[src/rtl/display_scan_7seg.sv]
// Four-digit common-anode 7-segment scanner with alarm blink and a steady alert dot on digit 0.
// Optional build macro LEADING_ZERO_BLANK_EN suppresses leading zeros on digits 3..1.
module display_scan_7seg #(
    parameter int TICK_DIV    = 50000,
    parameter int BLINK_TICKS = 128
) (
    input  logic       clk,
    input  logic       reset,
    input  logic [3:0] hexa3,
    input  logic [3:0] hexa2,
    input  logic [3:0] hexa1,
    input  logic [3:0] hexa0,
    input  logic       AlarmaAlerta,
    output logic [3:0] anodo,
    output logic [6:0] segmentos,
    output logic       dp
);

    localparam int CW = (TICK_DIV > 1) ? $clog2(TICK_DIV) : 1;
    localparam int BW = (BLINK_TICKS > 1) ? $clog2(BLINK_TICKS) : 1;

    // Active-low hex font, bit order {g,f,e,d,c,b,a}.
    function automatic logic [6:0] hex_to_seg(input logic [3:0] v);
        logic [6:0] s;
        case (v)
            4'h0:    s = 7'h40;
            4'h1:    s = 7'h79;
            4'h2:    s = 7'h24;
            4'h3:    s = 7'h30;
            4'h4:    s = 7'h19;
            4'h5:    s = 7'h12;
            4'h6:    s = 7'h02;
            4'h7:    s = 7'h78;
            4'h8:    s = 7'h00;
            4'h9:    s = 7'h10;
            4'hA:    s = 7'h08;
            4'hB:    s = 7'h03;
            4'hC:    s = 7'h46;
            4'hD:    s = 7'h21;
            4'hE:    s = 7'h06;
            4'hF:    s = 7'h0E;
            default: s = 7'h7F;
        endcase
        return s;
    endfunction

    logic [CW-1:0] cnt_q, cnt_d;
    logic [1:0]    sel_q, sel_d;
    logic [BW-1:0] bcnt_q, bcnt_d;
    logic          bph_q, bph_d;
    logic [3:0]    anodo_q, anodo_d;
    logic [6:0]    seg_q, seg_d;
    logic          dp_q, dp_d;
    logic          tick_s;
    logic [3:0]    digit_s;
    logic          lz_blank_s;

    // Prescaler, scan select and blink phase next-state.
    always_comb begin
        tick_s = (cnt_q == CW'(TICK_DIV - 1));
        cnt_d  = tick_s ? {CW{1'b0}} : cnt_q + CW'(1);
        sel_d  = tick_s ? sel_q + 2'd1 : sel_q;
        bcnt_d = bcnt_q;
        bph_d  = bph_q;
        if (!AlarmaAlerta) begin
            bcnt_d = {BW{1'b0}};
            bph_d  = 1'b0;
        end else if (tick_s) begin
            if (bcnt_q == BW'(BLINK_TICKS - 1)) begin
                bcnt_d = {BW{1'b0}};
                bph_d  = ~bph_q;
            end else begin
                bcnt_d = bcnt_q + BW'(1);
            end
        end else begin
            bcnt_d = bcnt_q;
        end
    end

    // Digit mux, leading-zero test and output register next-state.
    always_comb begin
        case (sel_q)
            2'd0:    digit_s = hexa0;
            2'd1:    digit_s = hexa1;
            2'd2:    digit_s = hexa2;
            2'd3:    digit_s = hexa3;
            default: digit_s = hexa0;
        endcase
`ifdef LEADING_ZERO_BLANK_EN
        case (sel_q)
            2'd3:    lz_blank_s = (hexa3 == 4'h0);
            2'd2:    lz_blank_s = (hexa3 == 4'h0) && (hexa2 == 4'h0);
            2'd1:    lz_blank_s = (hexa3 == 4'h0) && (hexa2 == 4'h0) && (hexa1 == 4'h0);
            default: lz_blank_s = 1'b0;
        endcase
`else
        lz_blank_s = 1'b0;
`endif
        anodo_d = ~(4'b0001 << sel_q);
        seg_d   = lz_blank_s ? 7'h7F : hex_to_seg(digit_s);
        if (AlarmaAlerta && bph_q) begin
            anodo_d = 4'b1111;
            seg_d   = 7'h7F;
        end else begin
            anodo_d = anodo_d;
        end
        dp_d = ~((sel_q == 2'd0) && AlarmaAlerta && !bph_q);
    end

    // State and output registers with synchronous reset.
    always_ff @(posedge clk) begin
        if (reset) begin
            cnt_q   <= {CW{1'b0}};
            sel_q   <= 2'd0;
            bcnt_q  <= {BW{1'b0}};
            bph_q   <= 1'b0;
            anodo_q <= 4'b1111;
            seg_q   <= 7'h7F;
            dp_q    <= 1'b1;
        end else begin
            cnt_q   <= cnt_d;
            sel_q   <= sel_d;
            bcnt_q  <= bcnt_d;
            bph_q   <= bph_d;
            anodo_q <= anodo_d;
            seg_q   <= seg_d;
            dp_q    <= dp_d;
        end
    end

    assign anodo     = anodo_q;
    assign segmentos = seg_q;
    assign dp        = dp_q;

endmodule

[config.mk]
export PLATFORM = sky130hd
export DESIGN_NAME = display_scan_7seg
export DESIGN_NICKNAME = d
export VERILOG_FILES = /design/src/rtl/display_scan_7seg.sv
export SDC_FILE = /design/constraint.sdc
export NUM_CORES = 1
export LEC_CHECK = 0
export BUFFER_PORTS_ARGS = -buffer_cell sky130_fd_sc_hd__buf_4
export CAP_MARGIN = 20
export CORE_MARGIN = 2
export CORE_UTILIZATION = 35
export DETAILED_ROUTE_END_ITERATION = 10
export PLACE_DENSITY = 0.64
export SKIP_LAST_GASP = 1
export SLEW_MARGIN = 10
export SYNTH_ARGS = -nofsm -noshare
export SYNTH_HDL_FRONTEND = slang
export SYNTH_SLANG_ARGS = --single-unit
[constraint.sdc]
create_clock -name clk -period 1.9 [get_ports clk]
set_input_delay 0.38 -clock clk [delete_from_list [all_inputs] [get_ports clk]]
set_output_delay 0.38 -clock clk [all_outputs]
set_load 0.1 [all_outputs]
Word-level counts from Yosys, hierarchy flattened
Memory sizes are Yosys's and may differ from the RTL's. A register that Yosys moved wholly into a read port is not among the register bits.
Index checks and enable logic that the tools add are counted.
{"block": "word_totals", "register_bits": 31, "romBits": 112, "mem_count": 1}
{"memory": "(name not given)", "depth": 16, "width": 7, "read_ports": 1, "rd_ports_with_merged_regs": 1, "write_ports": 0, "line": "25", "source": "case (v)"}
{"block": "classes", "n_reduce_logical": 9, "bitwise": 4, "eq_ne": 5, "mux": 2, "n_addsub": 3, "shift": 1}
{"op": "adder 16 x 1 -> 16 bit (second input constant)", "n": 1}
{"op": "equality test 16 bit (second input constant)", "n": 1}
{"op": "one-hot mux 4 bit (4 select lines)", "n": 1}
{"op": "adder 7 x 1 -> 7 bit (second input constant)", "n": 1}
{"op": "equality test 7 bit (second input constant)", "n": 1}
{"op": "two-way mux 7 bit", "n": 1}
{"op": "OR reduction 2 bit", "n": 3}
{"op": "equality test 2 bit (second input constant)", "n": 2}
{"op": "NOT 4 bit", "n": 1}
{"op": "<< shifter 1 x 2 -> 4 bit (first input constant)", "n": 1}
{"op": "logical AND 1 bit", "n": 3}
{"op": "NOT 1 bit", "n": 3}
{"op": "adder 2 x 1 -> 2 bit (second input constant)", "n": 1}
{"op": "equality test 2 x 1 -> 1 bit (second input constant)", "n": 1}
{"op": "zero test 2 bit", "n": 1}
{"op": "AND reduction 2 bit", "n": 1}
{"op": "zero test 1 bit", "n": 1}

Longest topological paths before layout
Gate-level depths: netlist (run 1).
{"block": "depth", "word_depth": 4, "mapped_depth": 11}

Worst setup path after synthesis (run 1)
OpenSTA, ideal clock, no wires.
{"block": "synth_path", "path_kind": "register to register", "start": "register sel_q[0]", "end": "register seg_q[5] (netlist: segmentos[5])", "stages_incl_launch_ff": 10, "setup_time_ps": 144, "required_time_ps": 1756, "setup_slack_ps": -180, "arrival_ps": 1936, "cell_sequence": "dfxtp_1 > inv_1 > ha_1 > clkbuf_1 > mux2i_1 > inv_1 > ha_1 > and2b_1 > a21oi_1 > o221ai_1"}
{"block": "synth_between", "elab_chain_len": 2}
{"element": "start: declaration", "line": "48", "source": "logic [1:0] sel_q, sel_d;"}
{"element": "start signal: assignment", "line": "122", "source": "sel_q <= sel_d;"}
{"element": "equality test 2 bit (tied with other cells)", "line": "82", "source": "case (sel_q)"}
{"element": "one-hot mux 4 bit (4 select lines) (*)", "line": "82"}
{"element": "end: declaration", "line": "52", "source": "logic [6:0] seg_q, seg_d;"}
Mark *: on every way between the ends. The rest lies on a longest branch, timed or not.
A chain may end at the register's enable or synchronous reset.

Worst setup path in the final report (run 1)
{"block": "layout_path", "start": "register sel_q[1]", "end": "register seg_q[3] (netlist: segmentos[3])"}
The elaborated chain is that of the path after synthesis.

==> run_results.csv, run 1 <==
group,metric,value,unit
cts,clockBufferDepth,2,
global_routing,antenna_found_initial,0,
floorplan,die-area,5880,um2
timing,worst_slack,-0.102,ns
synthesis,yosysTopAreaCell,"dfxtp_1",
power_and_ir_drop,power.density,773,nW/um2
cts,cts.sinks,38,
layout,drive_above_1_share,0.317,
critical_path,arrival,2.18,ns
timing,skew,0.0125,ns
placed_design,place_congestion,0.821,
global_routing,grt_pass1_wl,6530,um
global_routing,grt_start_max_net_pins,16,
critical_path,worstSetupStartpointType,"flip-flop",
outcome,violations,"setup timing",
detailed_routing,dr_total_vias,1476,
synthesis,yosys_warnings,0,
detailed_routing,drt_iter0_drc,51,
detailed_routing,drtAntennaViolNets,0,
layout,stdcell_area,2480,um2
critical_path,crit_fanout,4,
synthesis,synth-seq-cells,38,
outcome,outcome,"finished with violations",
floorplan,die_w,76.7,um
timing,slew_violations,0,
cts,cts_max_level,2,
synthesis,synth_cell_type_count,35,
layout,final_nets,280,
job,max-cap-violations,0,
detailed_routing,wl,3640,um
timing,fin_crit_sh,1.05,
global_routing,grtUsageMet2,0.220,
cts,numCtsBuffers,5,
worst_hold_path,holdPathStages,2,
synthesis,synth_top_area_frac,0.411,
synthesis,synth_area_leaders,"dfxtp_1 41%, ha_1 8.8%, nor2_1 6.7%",
floorplan,coreArea,5110,um2
global_routing,grtUsageMet3,0.0400,
detailed_routing,routed_via_density,4.63,
timing,rsz0062_at_grt,"yes",
critical_path,worst-setup-path-type,"reg2reg",
cts,cts_root_buf,"clkbuf_8",
global_routing,grt_overflow,0,
global_routing,global_route.usage.met1,0.164,
timing,max_freq,499,MHz
synthesis,syn_area,1850,um2
floorplan,rows,26,
cts,clkLatencyLatePin,0.29,ns
floorplan,die_h,76.7,um
placed_design,place_area,2270,um2
cts,cts.clk_slew.worst_paths,0.09,ns
timing,final.min_clock_period,2.00,ns
placed_design,dp_hpwl,2650,um
cts,cts_tree,"done",
critical_path,required,2.08,ns
timing,hold_violations,0,
critical_path,end_kind,"flip-flop",
synthesis,synth_fp_nets,231,
detailed_routing,detail_route.wl_per_cell,11.4,um
global_routing,grt-busiest-layer,"met2",
placed_design,port_buffers,30,
timing,worstMarginPinSlew,0.483,ns
timing,setup_violations,7,
layout,final_common_cell,"buf_4",
detailed_routing,drc_errors,0,
global_routing,grt_pass1_vias,1505,
worst_hold_path,hold_path.class,"in2reg",
floorplan,io_pins,31,
power_and_ir_drop,total_power,1.91,mW
layout,antennaDiodeCount,0,
layout,area_growth,34.0,%
power_and_ir_drop,p_leak,1.02,nW
synthesis,seq_area_frac_synth,0.411,
detailed_routing,drtPass1Iterations,4,
synthesis,syn_inst,199,
layout,mostFrequentLayoutCells,"45 x buf_4, 36 x dfxtp_1, 33 x nor2_1, 14 x nand2_1, 13 x xnor2_1",
global_routing,grt_util_all_layers,0.133,
power_and_ir_drop,peakVddDrop,0.524,mV
synthesis,syn_area_per_cell,9.29,um2
critical_path,worstRegToRegCells,9,
timing,slew_headroom,0.678,
floorplan,start_util,0.362,
[stage by stage]
step	cells	utilization	setup WS [ns]	hold slack, ns	TNS [ns]
3_5_place_dp	308	0.445	-0.176	0.453	-0.706
6_report	319	0.485	-0.102	0.302	-0.420
3_3_place_gp	308	0.445	-0.117	0.443	-0.398
2_1_floorplan	199	-	0.0111	0.429	0
5_1_grt	319	0.485	-0.222	0.299	-1.19
4_1_cts	318	0.482	-0.112	0.301	-0.487
[logic make-up after synthesis]
group                      count (synthesis)  share of synthesized area
and+or+nand+nor                           82                      0.241
DFF                                       38                      0.411
AOI/OAI and AO/OA                         21                     0.0805
xor gates and xnor gates                  21                     0.0995
buffers and inverters                     16                     0.0359
adders and majority gates                 13                     0.0880
muxes                                      8                     0.0440
[per-layer routing]
| metal | part of all wire | wire [um] | vias to the layer above |
|---|---|---|---|
| met1 | 0.48 | 1750 | 656 |
| met2 | 0.46 | 1690 | 41 |
| met3 | 0.050 | 181 | 2 |
| met4 | 0.0047 | 17 | 0 |
| met5 | 0 | 0 | - |
| li1 | - | - | 777 |
[power by group]
part	switching, mW	internal, mW	leakage (nW)	total (mW)
clock	0.296	0.526	0.0683	0.822
sequential	0.00887	0.816	0.311	0.825
combinational	0.177	0.0907	0.641	0.267
[registers in the layout, indices dropped and copies added, names as in the netlist]
signal and count:
anodo 4, bcnt_q 7, bph_q 1, cnt_q 16
dp 1, segmentos 7, sel_q 2
[worst max-delay path: stages, from the launching register on]
cell      delay (ns)
dfxtp_2         0.35
buf_6           0.12
ha_4            0.16
a222oi_1        0.47
mux2i_4         0.15
inv_2           0.09
ha_1            0.15
nor2_1          0.05
nor4bb_1        0.28
a31oi_1         0.07
[synthesized netlist by cell type, drive strengths merged]
cell type  number
a222oi          3
buf             3
and3            5
xor2            8
mux2i           7
a31oi           2
dfxtp          38
nand3           9
clkbuf          2
ha             13
a22oi           1
nor2           34
and4bb          2
mux2            1
o21ai           3
nand2b          4
nor3            2
xnor2          13
o221ai          5
nand3b          2
nand2          14
nor2b           1
nand4           5
a211oi          2
inv            11
and2b           1
nor4b           1
or2             1
nor4bb          1
a21oi           5
[final timing paths]
check                              start            to  slack, ns
worst min register to register  cnt_q[0]      cnt_q[0]       0.47
worst min-delay path               reset      cnt_q[2]       0.30
worst max-delay path            sel_q[1]  segmentos[3]      -0.10
worst max register to register  sel_q[1]  segmentos[3]      -0.10
[cell type report]
| cell class | instances | area [um2] |
|---|---|---|
| Inverter | 11 | 41.3 |
| Timing Repair Buffer | 47 | 360 |
| Fill cell | 482 | 2630 |
| Multi-Input combinational cell | 145 | 1090 |
| Tap cell | 70 | 87.6 |
| Clock buffer | 5 | 68.8 |
| Sequential cell | 38 | 763 |
| Clock inverter | 3 | 68.8 |
[what timing repair did]
action | CTS | global route
resized for setup | 12 | 2
pin swaps | 7 | 7
hold buffers | 0 | 0
setup buffers | 2 | 1
endpoints found under the setup margin | 7 | 7
No activity file was read; power rests on OpenSTA's default activity.
==> inputs of run 2 (changes only) <==
- ABC_AREA: not set -> 1
- PLACE_DENSITY: 0.64 -> 0.63
==> run_results.csv, run 2 <==
group,metric,value,unit
outcome,outcome,"complete, no violations",
synthesis,synth_fp_nets,329,
floorplan,start_util,0.357,
critical_path,worstSetupStartpointType,"flip-flop",
detailed_routing,drtAntennaViolNets,0,
critical_path,crit_start,"sel_q[0]",
synthesis,syn_area_per_cell,6.99,um2
timing,slew_headroom,0.760,
power_and_ir_drop,power_frac_clock,0.348,
synthesis,synth_flop_cell,"dfxtp_1",
placed_design,dp.cells,409,
cts,cts.sinks,38,
synthesis,seq_area_frac_synth,0.366,
floorplan,coreArea,5820,um2
power_and_ir_drop,pwr-share-comb,0.150,
floorplan,io_pins,31,
synthesis,yosys-top-cells-count,"86 x nand2_1, 38 x dfxtp_1, 34 x nand3_1",
timing,skew,0.00905,ns
power_and_ir_drop,peakVddDrop,0.361,mV
timing,fin_crit_sh,0.926,
critical_path,worstRegToRegCells,12,
detailed_routing,dr_total_vias,1967,
synthesis,yosys_warnings,0,
power_and_ir_drop,p_leak,1.06,nW
cts,postCtsHoldBufs,0,
synthesis,syn_area,2080,um2
synthesis,synth_cell_type_count,26,
cts,cts_root_buf,"clkbuf_8",
layout,top_register,"cnt_q",
power_and_ir_drop,p_sw_frac,0.279,
power_and_ir_drop,power.density,636,nW/um2
placed_design,dp_hpwl,3470,um
layout,final_common_cell,"nand2_1",
placed_design,place_congestion,0.875,
timing,worstMarginPinSlew,0.360,ns
layout,final_nets,373,
detailed_routing,drt_iter0_drc,68,
layout,antennaDiodeCount,0,
critical_path,r2r_end,"segmentos[3]",
layout,area_growth,24.0,%
detailed_routing,drtPass1Iterations,5,
cts,clkLatencyLatePin,0.29,ns
detailed_routing,routed_via_density,4.72,
timing,setup_violations,0,
timing,max_freq,568,MHz
synthesis,yosysTopAreaCell,"dfxtp_1",
layout,largest_reg_flops,16,
synthesis,synth_area_leaders,"dfxtp_1 37%, nand2_1 16%, nand3_1 8.2%",
synthesis,syn_inst,297,
floorplan,die_h,81.0,um
timing,rsz0062_at_grt,"yes",
timing,final.min_clock_period,1.76,ns
timing,holdWs,0.279,ns
synthesis,synth_most_common_cell,"nand2_1",
floorplan,die_w,81.0,um
synthesis,synth_top_area_frac,0.366,
critical_path,crit_fanout,5,
global_routing,grt_util_all_layers,0.151,
critical_path,ff2ff_setup_slack,0.14,ns
cts,cts_max_level,2,
detailed_routing,detail_route.wl_per_cell,10.7,um
floorplan,die-area,6570,um2
power_and_ir_drop,p_int,1.18,mW
global_routing,grt_start_max_net_pins,17,
cts,numCtsBuffers,5,
layout,fillers,632,
placed_design,port_buffers,30,
layout,mostFrequentLayoutCells,"86 x nand2_1, 38 x buf_4, 36 x dfxtp_1, 33 x nand3_1, 29 x nor2_1",
layout,stdcell_count,417,
global_routing,grt_overflow,0,
critical_path,required,2.13,ns
cts,cts.clk_slew.worst_paths,0.08,ns
worst_hold_path,hold_path.class,"in2reg",
synthesis,synth-seq-cells,38,
layout,drive_above_1_share,0.228,
critical_path,rr_startpoint,"sel_q[0]",
global_routing,grt_pass1_wl,7770,um
critical_path,end_kind,"flip-flop",
critical_path,arrival,1.99,ns
cts,cts_tree,"done",
placed_design,dpl_worst_slack,-0.0838,ns
global_routing,antenna_found_initial,0,
timing,slew_violations,0,
detailed_routing,wl,4480,um
floorplan,rows,28,
job,max-cap-violations,0,
global_routing,grt_pass1_vias,1798,
critical_path,cp-endpoint,"segmentos[3]",
power_and_ir_drop,power_frac_seq,0.502,
synthesis,async_reset_ff_frac,0,
power_and_ir_drop,p_switching,0.458,mW
worst_hold_path,hold_path_startpoint,"reset",
cts,clockBufferDepth,2,
timing,worst_slack,0.140,ns
critical_path,worst-setup-path-type,"reg2reg",
detailed_routing,drc_errors,0,
synthesis,synth_edf_count,0,
timing,hold_violations,0,
-- run 2: logic make-up after synthesis --
| group | after synthesis | synth area share |
|---|---|---|
| XOR/XNOR | 7 | 0.0295 |
| AO/OA/AOI/OAI | 27 | 0.0687 |
| flip-flops | 38 | 0.366 |
| AND/OR/NAND/NOR | 178 | 0.390 |
| adder cells (fa/ha/maj) | 13 | 0.0783 |
| buffers and inverters | 34 | 0.0669 |
-- run 2: worst min path at each step --
stage	end	slack, ns	cells after the start
after global placement	cnt_q[0]	0.43	1
after CTS	sel_q[1]	0.28	2
final	sel_q[1]	0.28	2
after global routing	sel_q[1]	0.28	2
after detailed placement	cnt_q[0]	0.45	1
after floorplan	cnt_q[0]	0.42	1
-- run 2: power by group through the flow --
stage	clock network (mW)	logic, mW	registers, mW
final	0.570	0.247	0.823
after global routing	0.625	0.266	0.824
after CTS	0.592	0.246	0.823
after detailed placement	0	0.244	0.841
after global placement	0	0.245	0.841
after floorplan	0	0.0685	0.946
-- run 2: layout make-up --
| cell class | instances | area [um2] | area share |
|---|---|---|---|
| timing repair buffer | 38 | 285 | 0.111 |
| sequential | 38 | 763 | 0.296 |
| multi-input combinational | 225 | 1220 | 0.473 |
| clock buffer | 7 | 86.3 | 0.0335 |
| tap | 75 | 93.8 | 0.0364 |
| clock inverter | 1 | 5.00 | 0.00194 |
| inverter | 33 | 124 | 0.0481 |
-- run 2: through the flow --
stage                util  TNS, ns  cell area, um2  total power [mW]
floorplan               -        0            2080              1.01
global placement    0.420        0            2440              1.09
detailed placement  0.420   -0.206            2440              1.09
CTS                 0.438        0            2550              1.66
global route        0.443  -0.0346            2580              1.72
finish              0.443        0            2580              1.64
-- run 2: per-layer routing --
metal | up-vias | part of all wire | track usage
met1 | 879 | 0.46 | 0.187
met3 | 5 | 0.043 | 0.0289
met2 | 42 | 0.48 | 0.257
met4 | 0 | 0.017 | 0.0610
li1 | 1041 | - | -
met5 | - | 0 | 0
-- run 2: worst max-delay path, stage by stage (launching register included) --
cell	delay, ns
dfxtp_2	0.36
buf_4	0.12
ha_2	0.22
nand2_1	0.06
nand2_1	0.06
nor2_1	0.05
nor2_2	0.11
inv_2	0.08
ha_1	0.30
nand3b_1	0.17
nand3_1	0.09
nand2_1	0.05
nand2_1	0.04
-- run 2: timing repair --
item	4_1_cts	5_1_grt
gates resized for setup	3	14
pin swaps	1	3
buffers inserted	0	0
endpoints found under the setup margin	4	6
==> inputs of run 3 (changes only) <==
- CORE_UTILIZATION: 35 -> 39
- PLACE_DENSITY: 0.63 -> 0.68
==> run_results.csv, run 3 (synthesis gave the netlist of run 2 again) <==
group,metric,value,unit
outcome,outcome,"complete, no violations",
cts,postCtsHoldBufs,0,
layout,stdcell_area,2580,um2
layout,antennaDiodeCount,0,
detailed_routing,detail_route.wl_per_cell,10.6,um
detailed_routing,drc_errors,0,
timing,fin_crit_sh,0.926,
timing,worstMarginPinSlew,0.400,ns
timing,slew_headroom,0.733,
detailed_routing,drtAntennaViolNets,0,
critical_path,worstSetupStartpointType,"flip-flop",
global_routing,grt_pass1_vias,1831,
critical_path,required,2.08,ns
layout,fillers,512,
critical_path,worst-path-buf-inv,3,
timing,slew_violations,0,
cts,cts_max_level,2,
cts,cts_tree,"done",
global_routing,grt_start_max_net_pins,17,
power_and_ir_drop,p_leak,1.07,nW
placed_design,port_buffers,30,
cts,cts.clk_slew.worst_paths,0.07,ns
layout,drive_above_1_share,0.219,
critical_path,max_stage_delay,0.34,ns
critical_path,end_kind,"flip-flop",
layout,final_common_cell,"nand2_1",
worst_hold_path,hold_path.class,"in2reg",
placed_design,place_area,2440,um2
layout,mostFrequentLayoutCells,"86 x nand2_1, 38 x buf_4, 37 x dfxtp_1, 34 x nand3_1, 29 x nor2_1",
floorplan,die-area,5930,um2
global_routing,grt_overflow,0,
timing,final.min_clock_period,1.76,ns
detailed_routing,routed_via_density,4.71,
detailed_routing,wl,4350,um
timing,max_freq,569,MHz
critical_path,path_common_cell,"nand2_1",
floorplan,die_w,77.0,um
detailed_routing,dr_total_vias,1941,
placed_design,dpl_worst_slack,-0.0495,ns
power_and_ir_drop,peakVddDrop,0.416,mV
timing,setup_tns,0,ns
critical_path,crit_family,"adder cells",
global_routing,grt_pass1_wl,7740,um
critical_path,crit_fanout,5,
cts,post_cts_buffers,0,
cts,numCtsBuffers,5,
layout,final_nets,373,
placed_design,dp_hpwl,3360,um
floorplan,start_util,0.407,
job,max-cap-violations,0,
placed_design,place_congestion,0.909,
timing,holdWs,0.287,ns
cts,clkLatencyLatePin,0.28,ns
floorplan,io_pins,31,
power_and_ir_drop,power.density,669,nW/um2
critical_path,worst-setup-path-type,"reg2reg",
cts,cts_root_buf,"clkbuf_8",
floorplan,coreArea,5110,um2
detailed_routing,drt_iter0_drc,76,
layout,multi_input_area,1210,um2
timing,setup_violations,0,
global_routing,antenna_found_initial,0,
cts,cts.sinks,38,
cts,clockBufferDepth,2,
layout,top_register,"cnt_q",
timing,skew,0.00516,ns
timing,rsz0062_at_grt,"no",
floorplan,die_h,77.0,um
timing,worst_slack,0.141,ns
floorplan,rows,26,
layout,area_growth,24.2,%
detailed_routing,drtPass1Iterations,4,
timing,hold_violations,0,
layout,largest_reg_flops,16,
critical_path,arrival,1.94,ns
critical_path,crit_chain,"buf_4 > ha_2 > nand2_1 > nand2_1 > nor2_1 > nor2_2 > buf_4 > ha_1 > inv_1 > nor2_1 > a21boi_2 > nand2_1",
global_routing,grt_util_all_layers,0.156,
layout,seq_area,762,um2
critical_path,critPathSlowestCell,"dfxtp_2",
-- run 3: metal layers --
metal	global-route usage	part of all wire	up-vias
met4	0.0429	0.011	0
li1	-	-	1041
met1	0.204	0.48	851
met2	0.265	0.47	45
met3	0.0294	0.038	4
met5	0	0	-
-- run 3: layout make-up --
class | instances | share of cell area
Clock buffer | 5 | 0.0267
Clock inverter | 3 | 0.0155
Inverter | 33 | 0.0480
Multi-Input combinational cell | 225 | 0.470
Sequential cell | 38 | 0.295
Tap cell | 70 | 0.0339
Timing Repair Buffer | 38 | 0.111
-- run 3: worst paths after layout --
| check | from | to | slack, ns | cells after the start |
|---|---|---|---|---|
| max reg2reg | sel_q[0] | segmentos[0] | 0.14 | 12 |
| min reg2reg | cnt_q[0] | cnt_q[0] | 0.46 | 1 |
| min | reset | sel_q[1] | 0.29 | 2 |
| max | sel_q[0] | segmentos[0] | 0.14 | 12 |
-- run 3: worst reg2reg max path, cell delays in order (launching register included) --
cell      delay, ns
dfxtp_2        0.34
buf_4          0.13
ha_2           0.20
nand2_1        0.06
nand2_1        0.05
nor2_1         0.11
nor2_2         0.06
buf_4          0.14
ha_1           0.22
inv_1          0.09
nor2_1         0.06
a21boi_2       0.14
nand2_1        0.06
-- run 3: through the flow --
step	utilization	total power, mW	cells
floorplan	-	1.01	297
global placement	0.477	1.08	404
detailed placement	0.477	1.09	404
CTS	0.501	1.75	412
global route	0.505	1.80	412
finish	0.505	1.73	412
-- run 3: what timing repair did --
item                       CTS  global route
pin swaps                    1             1
resized for setup            3            10
setup endpoints to repair    3             6
-- run 3: power by group --
group | total, mW | switching [mW] | internal (mW)
combinational | 0.245 | 0.172 | 0.0730
sequential | 0.823 | 0.00697 | 0.816
clock | 0.658 | 0.272 | 0.386
